[config.mk]
export PLATFORM = sky130hd
export DESIGN_NAME = axis_frame_arbiter
export DESIGN_NICKNAME = d
export VERILOG_FILES = /design/src/rtl/axis_frame_arbiter.sv
export SDC_FILE = /design/constraint.sdc
export NUM_CORES = 1
export LEC_CHECK = 0
export BUFFER_PORTS_ARGS = -buffer_cell sky130_fd_sc_hd__buf_2
export CAP_MARGIN = 20
export CORE_ASPECT_RATIO = 1.5
export CORE_UTILIZATION = 39
export DETAILED_ROUTE_END_ITERATION = 8
export PLACE_DENSITY = 0.88
export REMOVE_ABC_BUFFERS = 1
export SLEW_MARGIN = 20
export SYNTH_ARGS = -nofsm -noshare
export SYNTH_HDL_FRONTEND = slang
export SYNTH_SLANG_ARGS = --single-unit
export TNS_END_PERCENT = 5
[constraint.sdc]
create_clock -name clk -period 2.4 [get_ports clk]
set_input_delay 0.12 -clock clk [delete_from_list [all_inputs] [get_ports clk]]
set_output_delay 0.12 -clock clk [all_outputs]
set_load 0.1 [all_outputs]
[src/rtl/axis_frame_arbiter.sv]
`default_nettype none
// ----------------------------------------------------------------------------
// axis_frame_arbiter: frame-granular round-robin arbiter onto one AXI-Stream
// output, with grant index, SOF pulse and per-frame beat count. Rev 1.0
// ----------------------------------------------------------------------------
module axis_frame_arbiter #(
  parameter int N_IN   = 4,
  parameter int DATA_W = 32,
  localparam int IDX_W = $clog2(N_IN)
) (
  input  logic                     clk,
  input  logic                     rst,
  input  logic [N_IN-1:0]          s_valid,
  output logic [N_IN-1:0]          s_ready,
  input  logic [N_IN-1:0]          s_last,
  input  logic [N_IN*DATA_W-1:0]   s_data,
  output logic                     m_valid,
  input  logic                     m_ready,
  output logic                     m_last,
  output logic [DATA_W-1:0]        m_data,
  output logic                     grant_vld,
  output logic [IDX_W-1:0]         grant_idx,
  output logic                     m_sof,
  output logic [15:0]              beat_cnt
);

  // One extra bit so rr_ptr + k (k <= N_IN) never overflows before the wrap.
  localparam int CW = IDX_W + 1;

  typedef enum logic [0:0] {
    ST_IDLE   = 1'b0,
    ST_LOCKED = 1'b1
  } state_t;

  state_t            r_state;
  logic [IDX_W-1:0]  r_rr_ptr;
  logic              r_first;

  logic              w_locked;
  logic              w_accept;
  logic              w_found;
  logic [IDX_W-1:0]  w_sel_idx;
  logic [CW-1:0]     w_cand;
  logic [DATA_W-1:0] w_data_arr [N_IN];

  for (genvar gi = 0; gi < N_IN; gi++) begin : g_unpack
    assign w_data_arr[gi] = s_data[gi*DATA_W +: DATA_W];
  end

  assign w_locked = (r_state == ST_LOCKED);

  // Rotating search starting just after the last granted input.
  always_comb begin
    w_found   = 1'b0;
    w_sel_idx = '0;
    w_cand    = '0;
    for (int k = 1; k <= N_IN; k++) begin
      w_cand = {1'b0, r_rr_ptr} + CW'(k);
      if (w_cand >= CW'(N_IN)) begin
        w_cand = w_cand - CW'(N_IN);
      end
      if (!w_found && s_valid[w_cand[IDX_W-1:0]]) begin
        w_found   = 1'b1;
        w_sel_idx = w_cand[IDX_W-1:0];
      end
    end
  end

  // Zero-latency pass-through of the locked input.
  always_comb begin
    m_valid = 1'b0;
    m_last  = 1'b0;
    m_data  = '0;
    s_ready = '0;
    if (w_locked) begin
      m_valid            = s_valid[grant_idx];
      m_last             = s_last[grant_idx];
      m_data             = w_data_arr[grant_idx];
      s_ready[grant_idx] = m_ready;
    end
  end

  assign w_accept = m_valid & m_ready;
  assign m_sof    = m_valid & r_first;

  always_ff @(posedge clk) begin
    if (rst) begin
      r_state   <= ST_IDLE;
      grant_vld <= 1'b0;
      grant_idx <= '0;
      r_rr_ptr  <= IDX_W'(N_IN - 1);
      r_first   <= 1'b0;
      beat_cnt  <= '0;
    end else begin
      case (r_state)
        ST_IDLE: begin
          if (w_found) begin
            r_state   <= ST_LOCKED;
            grant_vld <= 1'b1;
            grant_idx <= w_sel_idx;
            r_first   <= 1'b1;
            beat_cnt  <= '0;
          end
        end
        ST_LOCKED: begin
          if (w_accept) begin
            r_first <= 1'b0;
            if (m_last) begin
              // grant_idx is left untouched so the last owner stays visible.
              r_state   <= ST_IDLE;
              grant_vld <= 1'b0;
              r_rr_ptr  <= grant_idx;
              beat_cnt  <= '0;
            end else if (beat_cnt != 16'hFFFF) begin
              beat_cnt <= beat_cnt + 16'd1;
            end
          end
        end
        default: r_state <= ST_IDLE;
      endcase
    end
  end

endmodule
`default_nettype wire

## Word level (Yosys, flattened, before mapping)

Cells that the tools add are included.

- Bits in registers: 23
- Output and inout port bits: 58
- Word-level logic and storage cells: 96

- Add/subtract/negate cells: 9
- $lt $le $gt $ge: 11
- Equality and inequality tests: 5
- Muxes and demuxes: 48
- Bitwise gates (word level): 5
- Reductions and logical operators: 12

Operators with widths:

| cell | number |
|---|---|
| 2-to-1 mux 32 bit | 3 |
| binary-select mux 32 bit (select 2 bit) | 1 |
| 2-to-1 mux 16 bit | 4 |
| case mux 16 bit (2 select lines) | 1 |
| 2-to-1 mux 1 bit | 20 |
| adder 16 x 1 -> 16 bit (second input constant) | 1 |
| 2-to-1 mux 2 bit | 8 |
| inequality test 16 bit (second input constant) | 1 |
| >= comparator 3 bit (second input constant) | 5 |
| less-than comparator 2 x 3 -> 1 bit (second input constant) | 5 |
| binary-select mux 1 bit (select 2 bit) | 6 |
| AND reduction 3 bit | 3 |
| subtractor 2 x 1 -> 2 bit (second input constant) | 4 |
| adder 2 x 2 -> 3 bit (second input constant) | 2 |
| case mux 1 bit (2 select lines) | 3 |
| AND 4 bit | 1 |
| logical AND 1 bit | 4 |
| 2-to-1 mux 4 bit | 1 |
| inequality test 2 bit (second input constant) | 2 |
| AND reduction 2 bit | 2 |
| adder 2 x 1 -> 3 bit (second input constant) | 1 |
| adder 2 x 3 -> 3 bit (second input constant) | 1 |
| zero test 1 bit | 3 |
| inequality test 3 x 2 -> 1 bit (second input constant) | 1 |
| 6 further kinds | 7 |

## Longest topological paths before layout

- Depth in word-level cells: 17
- Mapped depth: 8

## Least setup slack after synthesis

Ideal clock, no wire load.

- Path type: register to output
- From: reg grant_idx[0]
- To: out s_ready[1]
- Data arrival time: 3,081 ps
- Data required time: 2,280 ps
- Path slack: -801 ps
- Cell stages (with the launch flop): 5
- Path through: dfxtp_1 -> buf_6 -> buf_1 -> nand2_1 -> nor2_1

- Cells in the longest elaborated chain, start to end: 6
- Elaborated cells on any way between the ends: 7
- Classes of those cells: order compare: 2; mux: 3; bitwise: 1; reduce/logical: 1

Ends and longest elaborated chain:

| item | RTL line | source |
|---|---|---|
| from (decl) | 22 | `output logic [IDX_W-1:0] grant_idx,` |
| from (signal assigned) | 100 | `grant_idx <= w_sel_idx;` |
| less-than comparator 2 x 3 -> 1 bit (implied by the code) or >= comparator 2 x 1 -> 1 bit (tied branches) | 79 | `s_ready[grant_idx] = m_ready;` |
| logical AND 1 bit (implied by the code) | 79 |  |
| 2-to-1 mux 1 bit (implied by the code) | 79 |  |
| demux 1 bit (select 2 bit) * | 79 |  |
| AND 4 bit (no source line) * | n/a |  |
| 2-to-1 mux 4 bit * | 75 | `if (w_locked) begin` |
| to (decl) | 14 | `output logic [N_IN-1:0] s_ready,` |

Every way passes the cells marked *; elsewhere a longest branch is shown, timed or not.

## Final worst setup path

- From: reg grant_idx[0]
- To: out m_data[1]

- Cells in the longest elaborated chain, start to end: 5

Ends and longest elaborated chain:

| item | RTL line | source |
|---|---|---|
| inverter 2 -> 3 bit (implied by the code) | 78 | `m_data = w_data_arr[grant_idx];` |
| binary-select mux 32 bit (select 2 bit) | 78 |  |
| 2-to-1 mux 32 bit (implied by the code) (2 in a row) | 78 |  |
| 2-to-1 mux 32 bit | 75 |  |
| to (decl) | 20 | `output logic [DATA_W-1:0] m_data,` |

Every way passes these cells. The select of a mux whose other input is x is not followed.

==> flow_summary_export.csv <==
group,metric,value,unit
yosys,avgSynthCellArea,9.63,um^2
yosys,async_reset_ff_frac,0,
clock_network,clock_sinks,23,
drt,wl_per_cell,18.5,um
run_status,status,"complete, no violations",
yosys,synth_ff_type,"dfxtp_1",
final_layout,area_growth,47.8,%
power_and_ir_drop,net-switching-power,836,uW
clock_network,clk_pin_slew,0.09,ns
grt,globalRouteMet1Util,0.335,
final_layout,final.fill_count,489,
drt,post-route-drc-count,0,
placement,hpwl,7720,um
grt,grt_use_total,0.287,
drt,vias_per_cell,5.83,
yosys,ys_seq_area_frac,0.200,
grt,antenna_found_initial,2,
drt,drt_iter0_drc,160,
sta,drv_slew,0,
clock_network,clk_latency,0.27,ns
clock_network,post_cts_buffers,0,
placement,dp.cells,490,
placement,gp_congestion,0.905,
yosys,synthCells,239,
drt,num_vias,2893,
die,ioPinCount,197,
yosys,synth.ff_latch_count,23,
sta,fin_crit_sh,0.929,
sta,relSlewSlack,0.605,
sta,setup-violations-final,0,
die,die_h,96.1,um
drt,ant_nets,0,
clock_network,cts-buffers-inserted,3,
grt,grt-ovfl-total,0,
yosys,synth_warnings,0,
sta,final.setup_skew,0.00538,ns
yosys,synth_cell_type_count,44,
power_and_ir_drop,powerDensity,485,nW/um^2
yosys,syn_area,2300,um^2
die,start_util,0.413,
grt,grt_pass1_wl,13400,um
grt,globalRoute.busiestLayer,"met2",
power_and_ir_drop,vdd_drop_max,339,uV
setup_path,critPathLaunchType,"flip-flop",
setup_path,slowest_delay,0.57,ns
final_layout,drive_above_1_share,0.580,
job,cap_violations,0,
placement,port_buffers,196,
setup_path,slowest_stage,"mux4_2",
power_and_ir_drop,power,1.65,mW
grt,grt_pass1_vias,2761,
setup_path,critPathMaxFanout,30,
clock_network,htreeDepth,1,
die,core.rowCount,33,
sta,hold_violations,0,
clock_network,cts_tree,"done",
die,die_x,64.7,um
clock_network,clockRootBuffer,"clkbuf_8",
clock_network,cts_buffer_depth,2,
power_and_ir_drop,cellLeakagePower,1.62,nW
power_and_ir_drop,p_clk_frac,0.151,
sta,tightest_slew,0.589,ns
power_and_ir_drop,intPower,815,uW
sta,max_freq,448,MHz
die,dieArea,6220,um^2
setup_path,cp.required,2.28,ns
grt,use_met2,0.512,
final_layout,multiInputGateArea,1720,um^2
setup_path,worstPathCellList,"buf_6 > mux4_2 > and2_1 > buf_2",
power_and_ir_drop,pwr-share-comb,0.603,
setup_path,crit_type,"reg2out",
setup_path,crit_arrival,2.11,ns
final_layout,final_cells,496,
grt,use_met3,0.0557,
min_path,worstHoldPathType,"in2reg",
power_and_ir_drop,switching_share,0.506,
sta,rsz0062_at_grt,"no",
grt,grt_max_degree,35,
sta,min_period,2.23,ns
final_layout,final_nets,565,
drt,dr.pass1.iters,4,
final_layout,final-seq-area,463,um^2
die,core_region_area,5570,um^2
drt,drt-total-wl,9200,um
power_and_ir_drop,power_frac_seq,0.246,
setup_path,endpoint_kind,"primary output",
yosys,synth-edff-count,0,
==> power by group through the flow <==
stage	clock, mW	sequential (mW)	combinational (mW)
after CTS	0.250	0.406	0.995
after detailed placement	0	0.414	0.993
after floorplan	0	0.491	0.678
final	0.249	0.406	0.996
after global placement	0	0.414	0.980
after global routing	0.265	0.408	1.04
==> area by class of cell <==
class                      count  area share
clock inverter                 1     0.00147
clock buffer                   3      0.0121
tap                           70      0.0257
sequential                    23       0.136
timing repair buffer         202       0.311
inverter                       6     0.00662
multi-input combinational    189       0.505
antenna                        2     0.00147
==> stage by stage <==
step           hold WS, ns   util  area (um^2)  setup slack, ns  TNS (ns)
2_1_floorplan        0.189      -         2200            -1.54    -73.46
3_3_place_gp         0.462  0.601         3350            0.377         0
3_5_place_dp         0.480  0.601         3350            0.337         0
4_1_cts              0.223  0.609         3390           0.0430         0
5_1_grt              0.238  0.610         3400           0.0985         0
6_report             0.219  0.611         3400            0.170         0
==> cells in the mapped netlist, types with 5 or more instances <==
library cell   n  area share
nand3_1        6       0.013
nor2_1        14       0.023
and2_1        35       0.095
mux4_2        34        0.33
and4_1         5       0.019
inv_1          6      0.0098
nand4_1        6       0.016
and3_1         9       0.024
a21oi_1        7       0.015
clkbuf_1      12       0.020
nand2_1       11       0.018
dfxtp_1       23        0.20
o21ai_0       13       0.028
a31oi_1       12       0.033
==> state kept, by name (all words and copies together) (netlist names) <==
| register | count |
|---|---|
| beat_cnt | 16 |
| r_rr_ptr | 2 |
| grant_idx | 2 |
| grant_vld | 1 |
| r_first | 1 |
| r_state | 1 |
==> path summary, 6_finish.rpt <==
check        cells after the start    startpoint      endpoint  slack (ns)
max                              4  grant_idx[0]     m_data[1]        0.17
min                              3    s_valid[2]  grant_idx[1]        0.22
max reg2reg                      5  grant_idx[1]  beat_cnt[13]        0.25
min reg2reg                      2     grant_vld     grant_vld        0.51
==> placed cells by master, fill, tap and decap left out, types with 7 or more instances in the layout <==
cell	Yosys	final
buf_2	3	194
nor2_1	14	14
and3_1	9	9
a31oi_1	12	12
nand2_1	11	11
and2_1	35	35
dfxtp_1	23	21
mux4_2	34	34
o21ai_0	13	13
a21oi_1	7	7
==> what timing repair did <==
action / 4_1_cts / 5_1_grt
hold buffers: 0 / 0
resized for setup: 0 / 1
setup endpoints to repair: 0 / 23
==> per-layer routing <==
metal  up-vias  wire (um)
met5         -          0
met2       197       4800
li1       1310          -
met1      1362       3150
met4         0        285
met3        24        966
==> cells by family (layout without fill, tap and decap cells) <==
group                      after synthesis  in the layout  synth area share
other                                    0              2                 0
DFF                                     23             23             0.200
adders and majority gates                1              1           0.00543
muxes                                   36             36             0.341
and+or+nand+nor                         98             98             0.243
AOI/OAI and AO/OA                       54             54             0.157
buffers and inverters                   27            212            0.0533
==> worst max-delay path, delay by kind of cell, from the launching register on <==
kind	cells	cell delay [ns]
buffers and inverters	2	0.66
muxes	1	0.57
DFF	1	0.42
and+or+nand+nor	1	0.17
(Power assumes the default switching activity.)
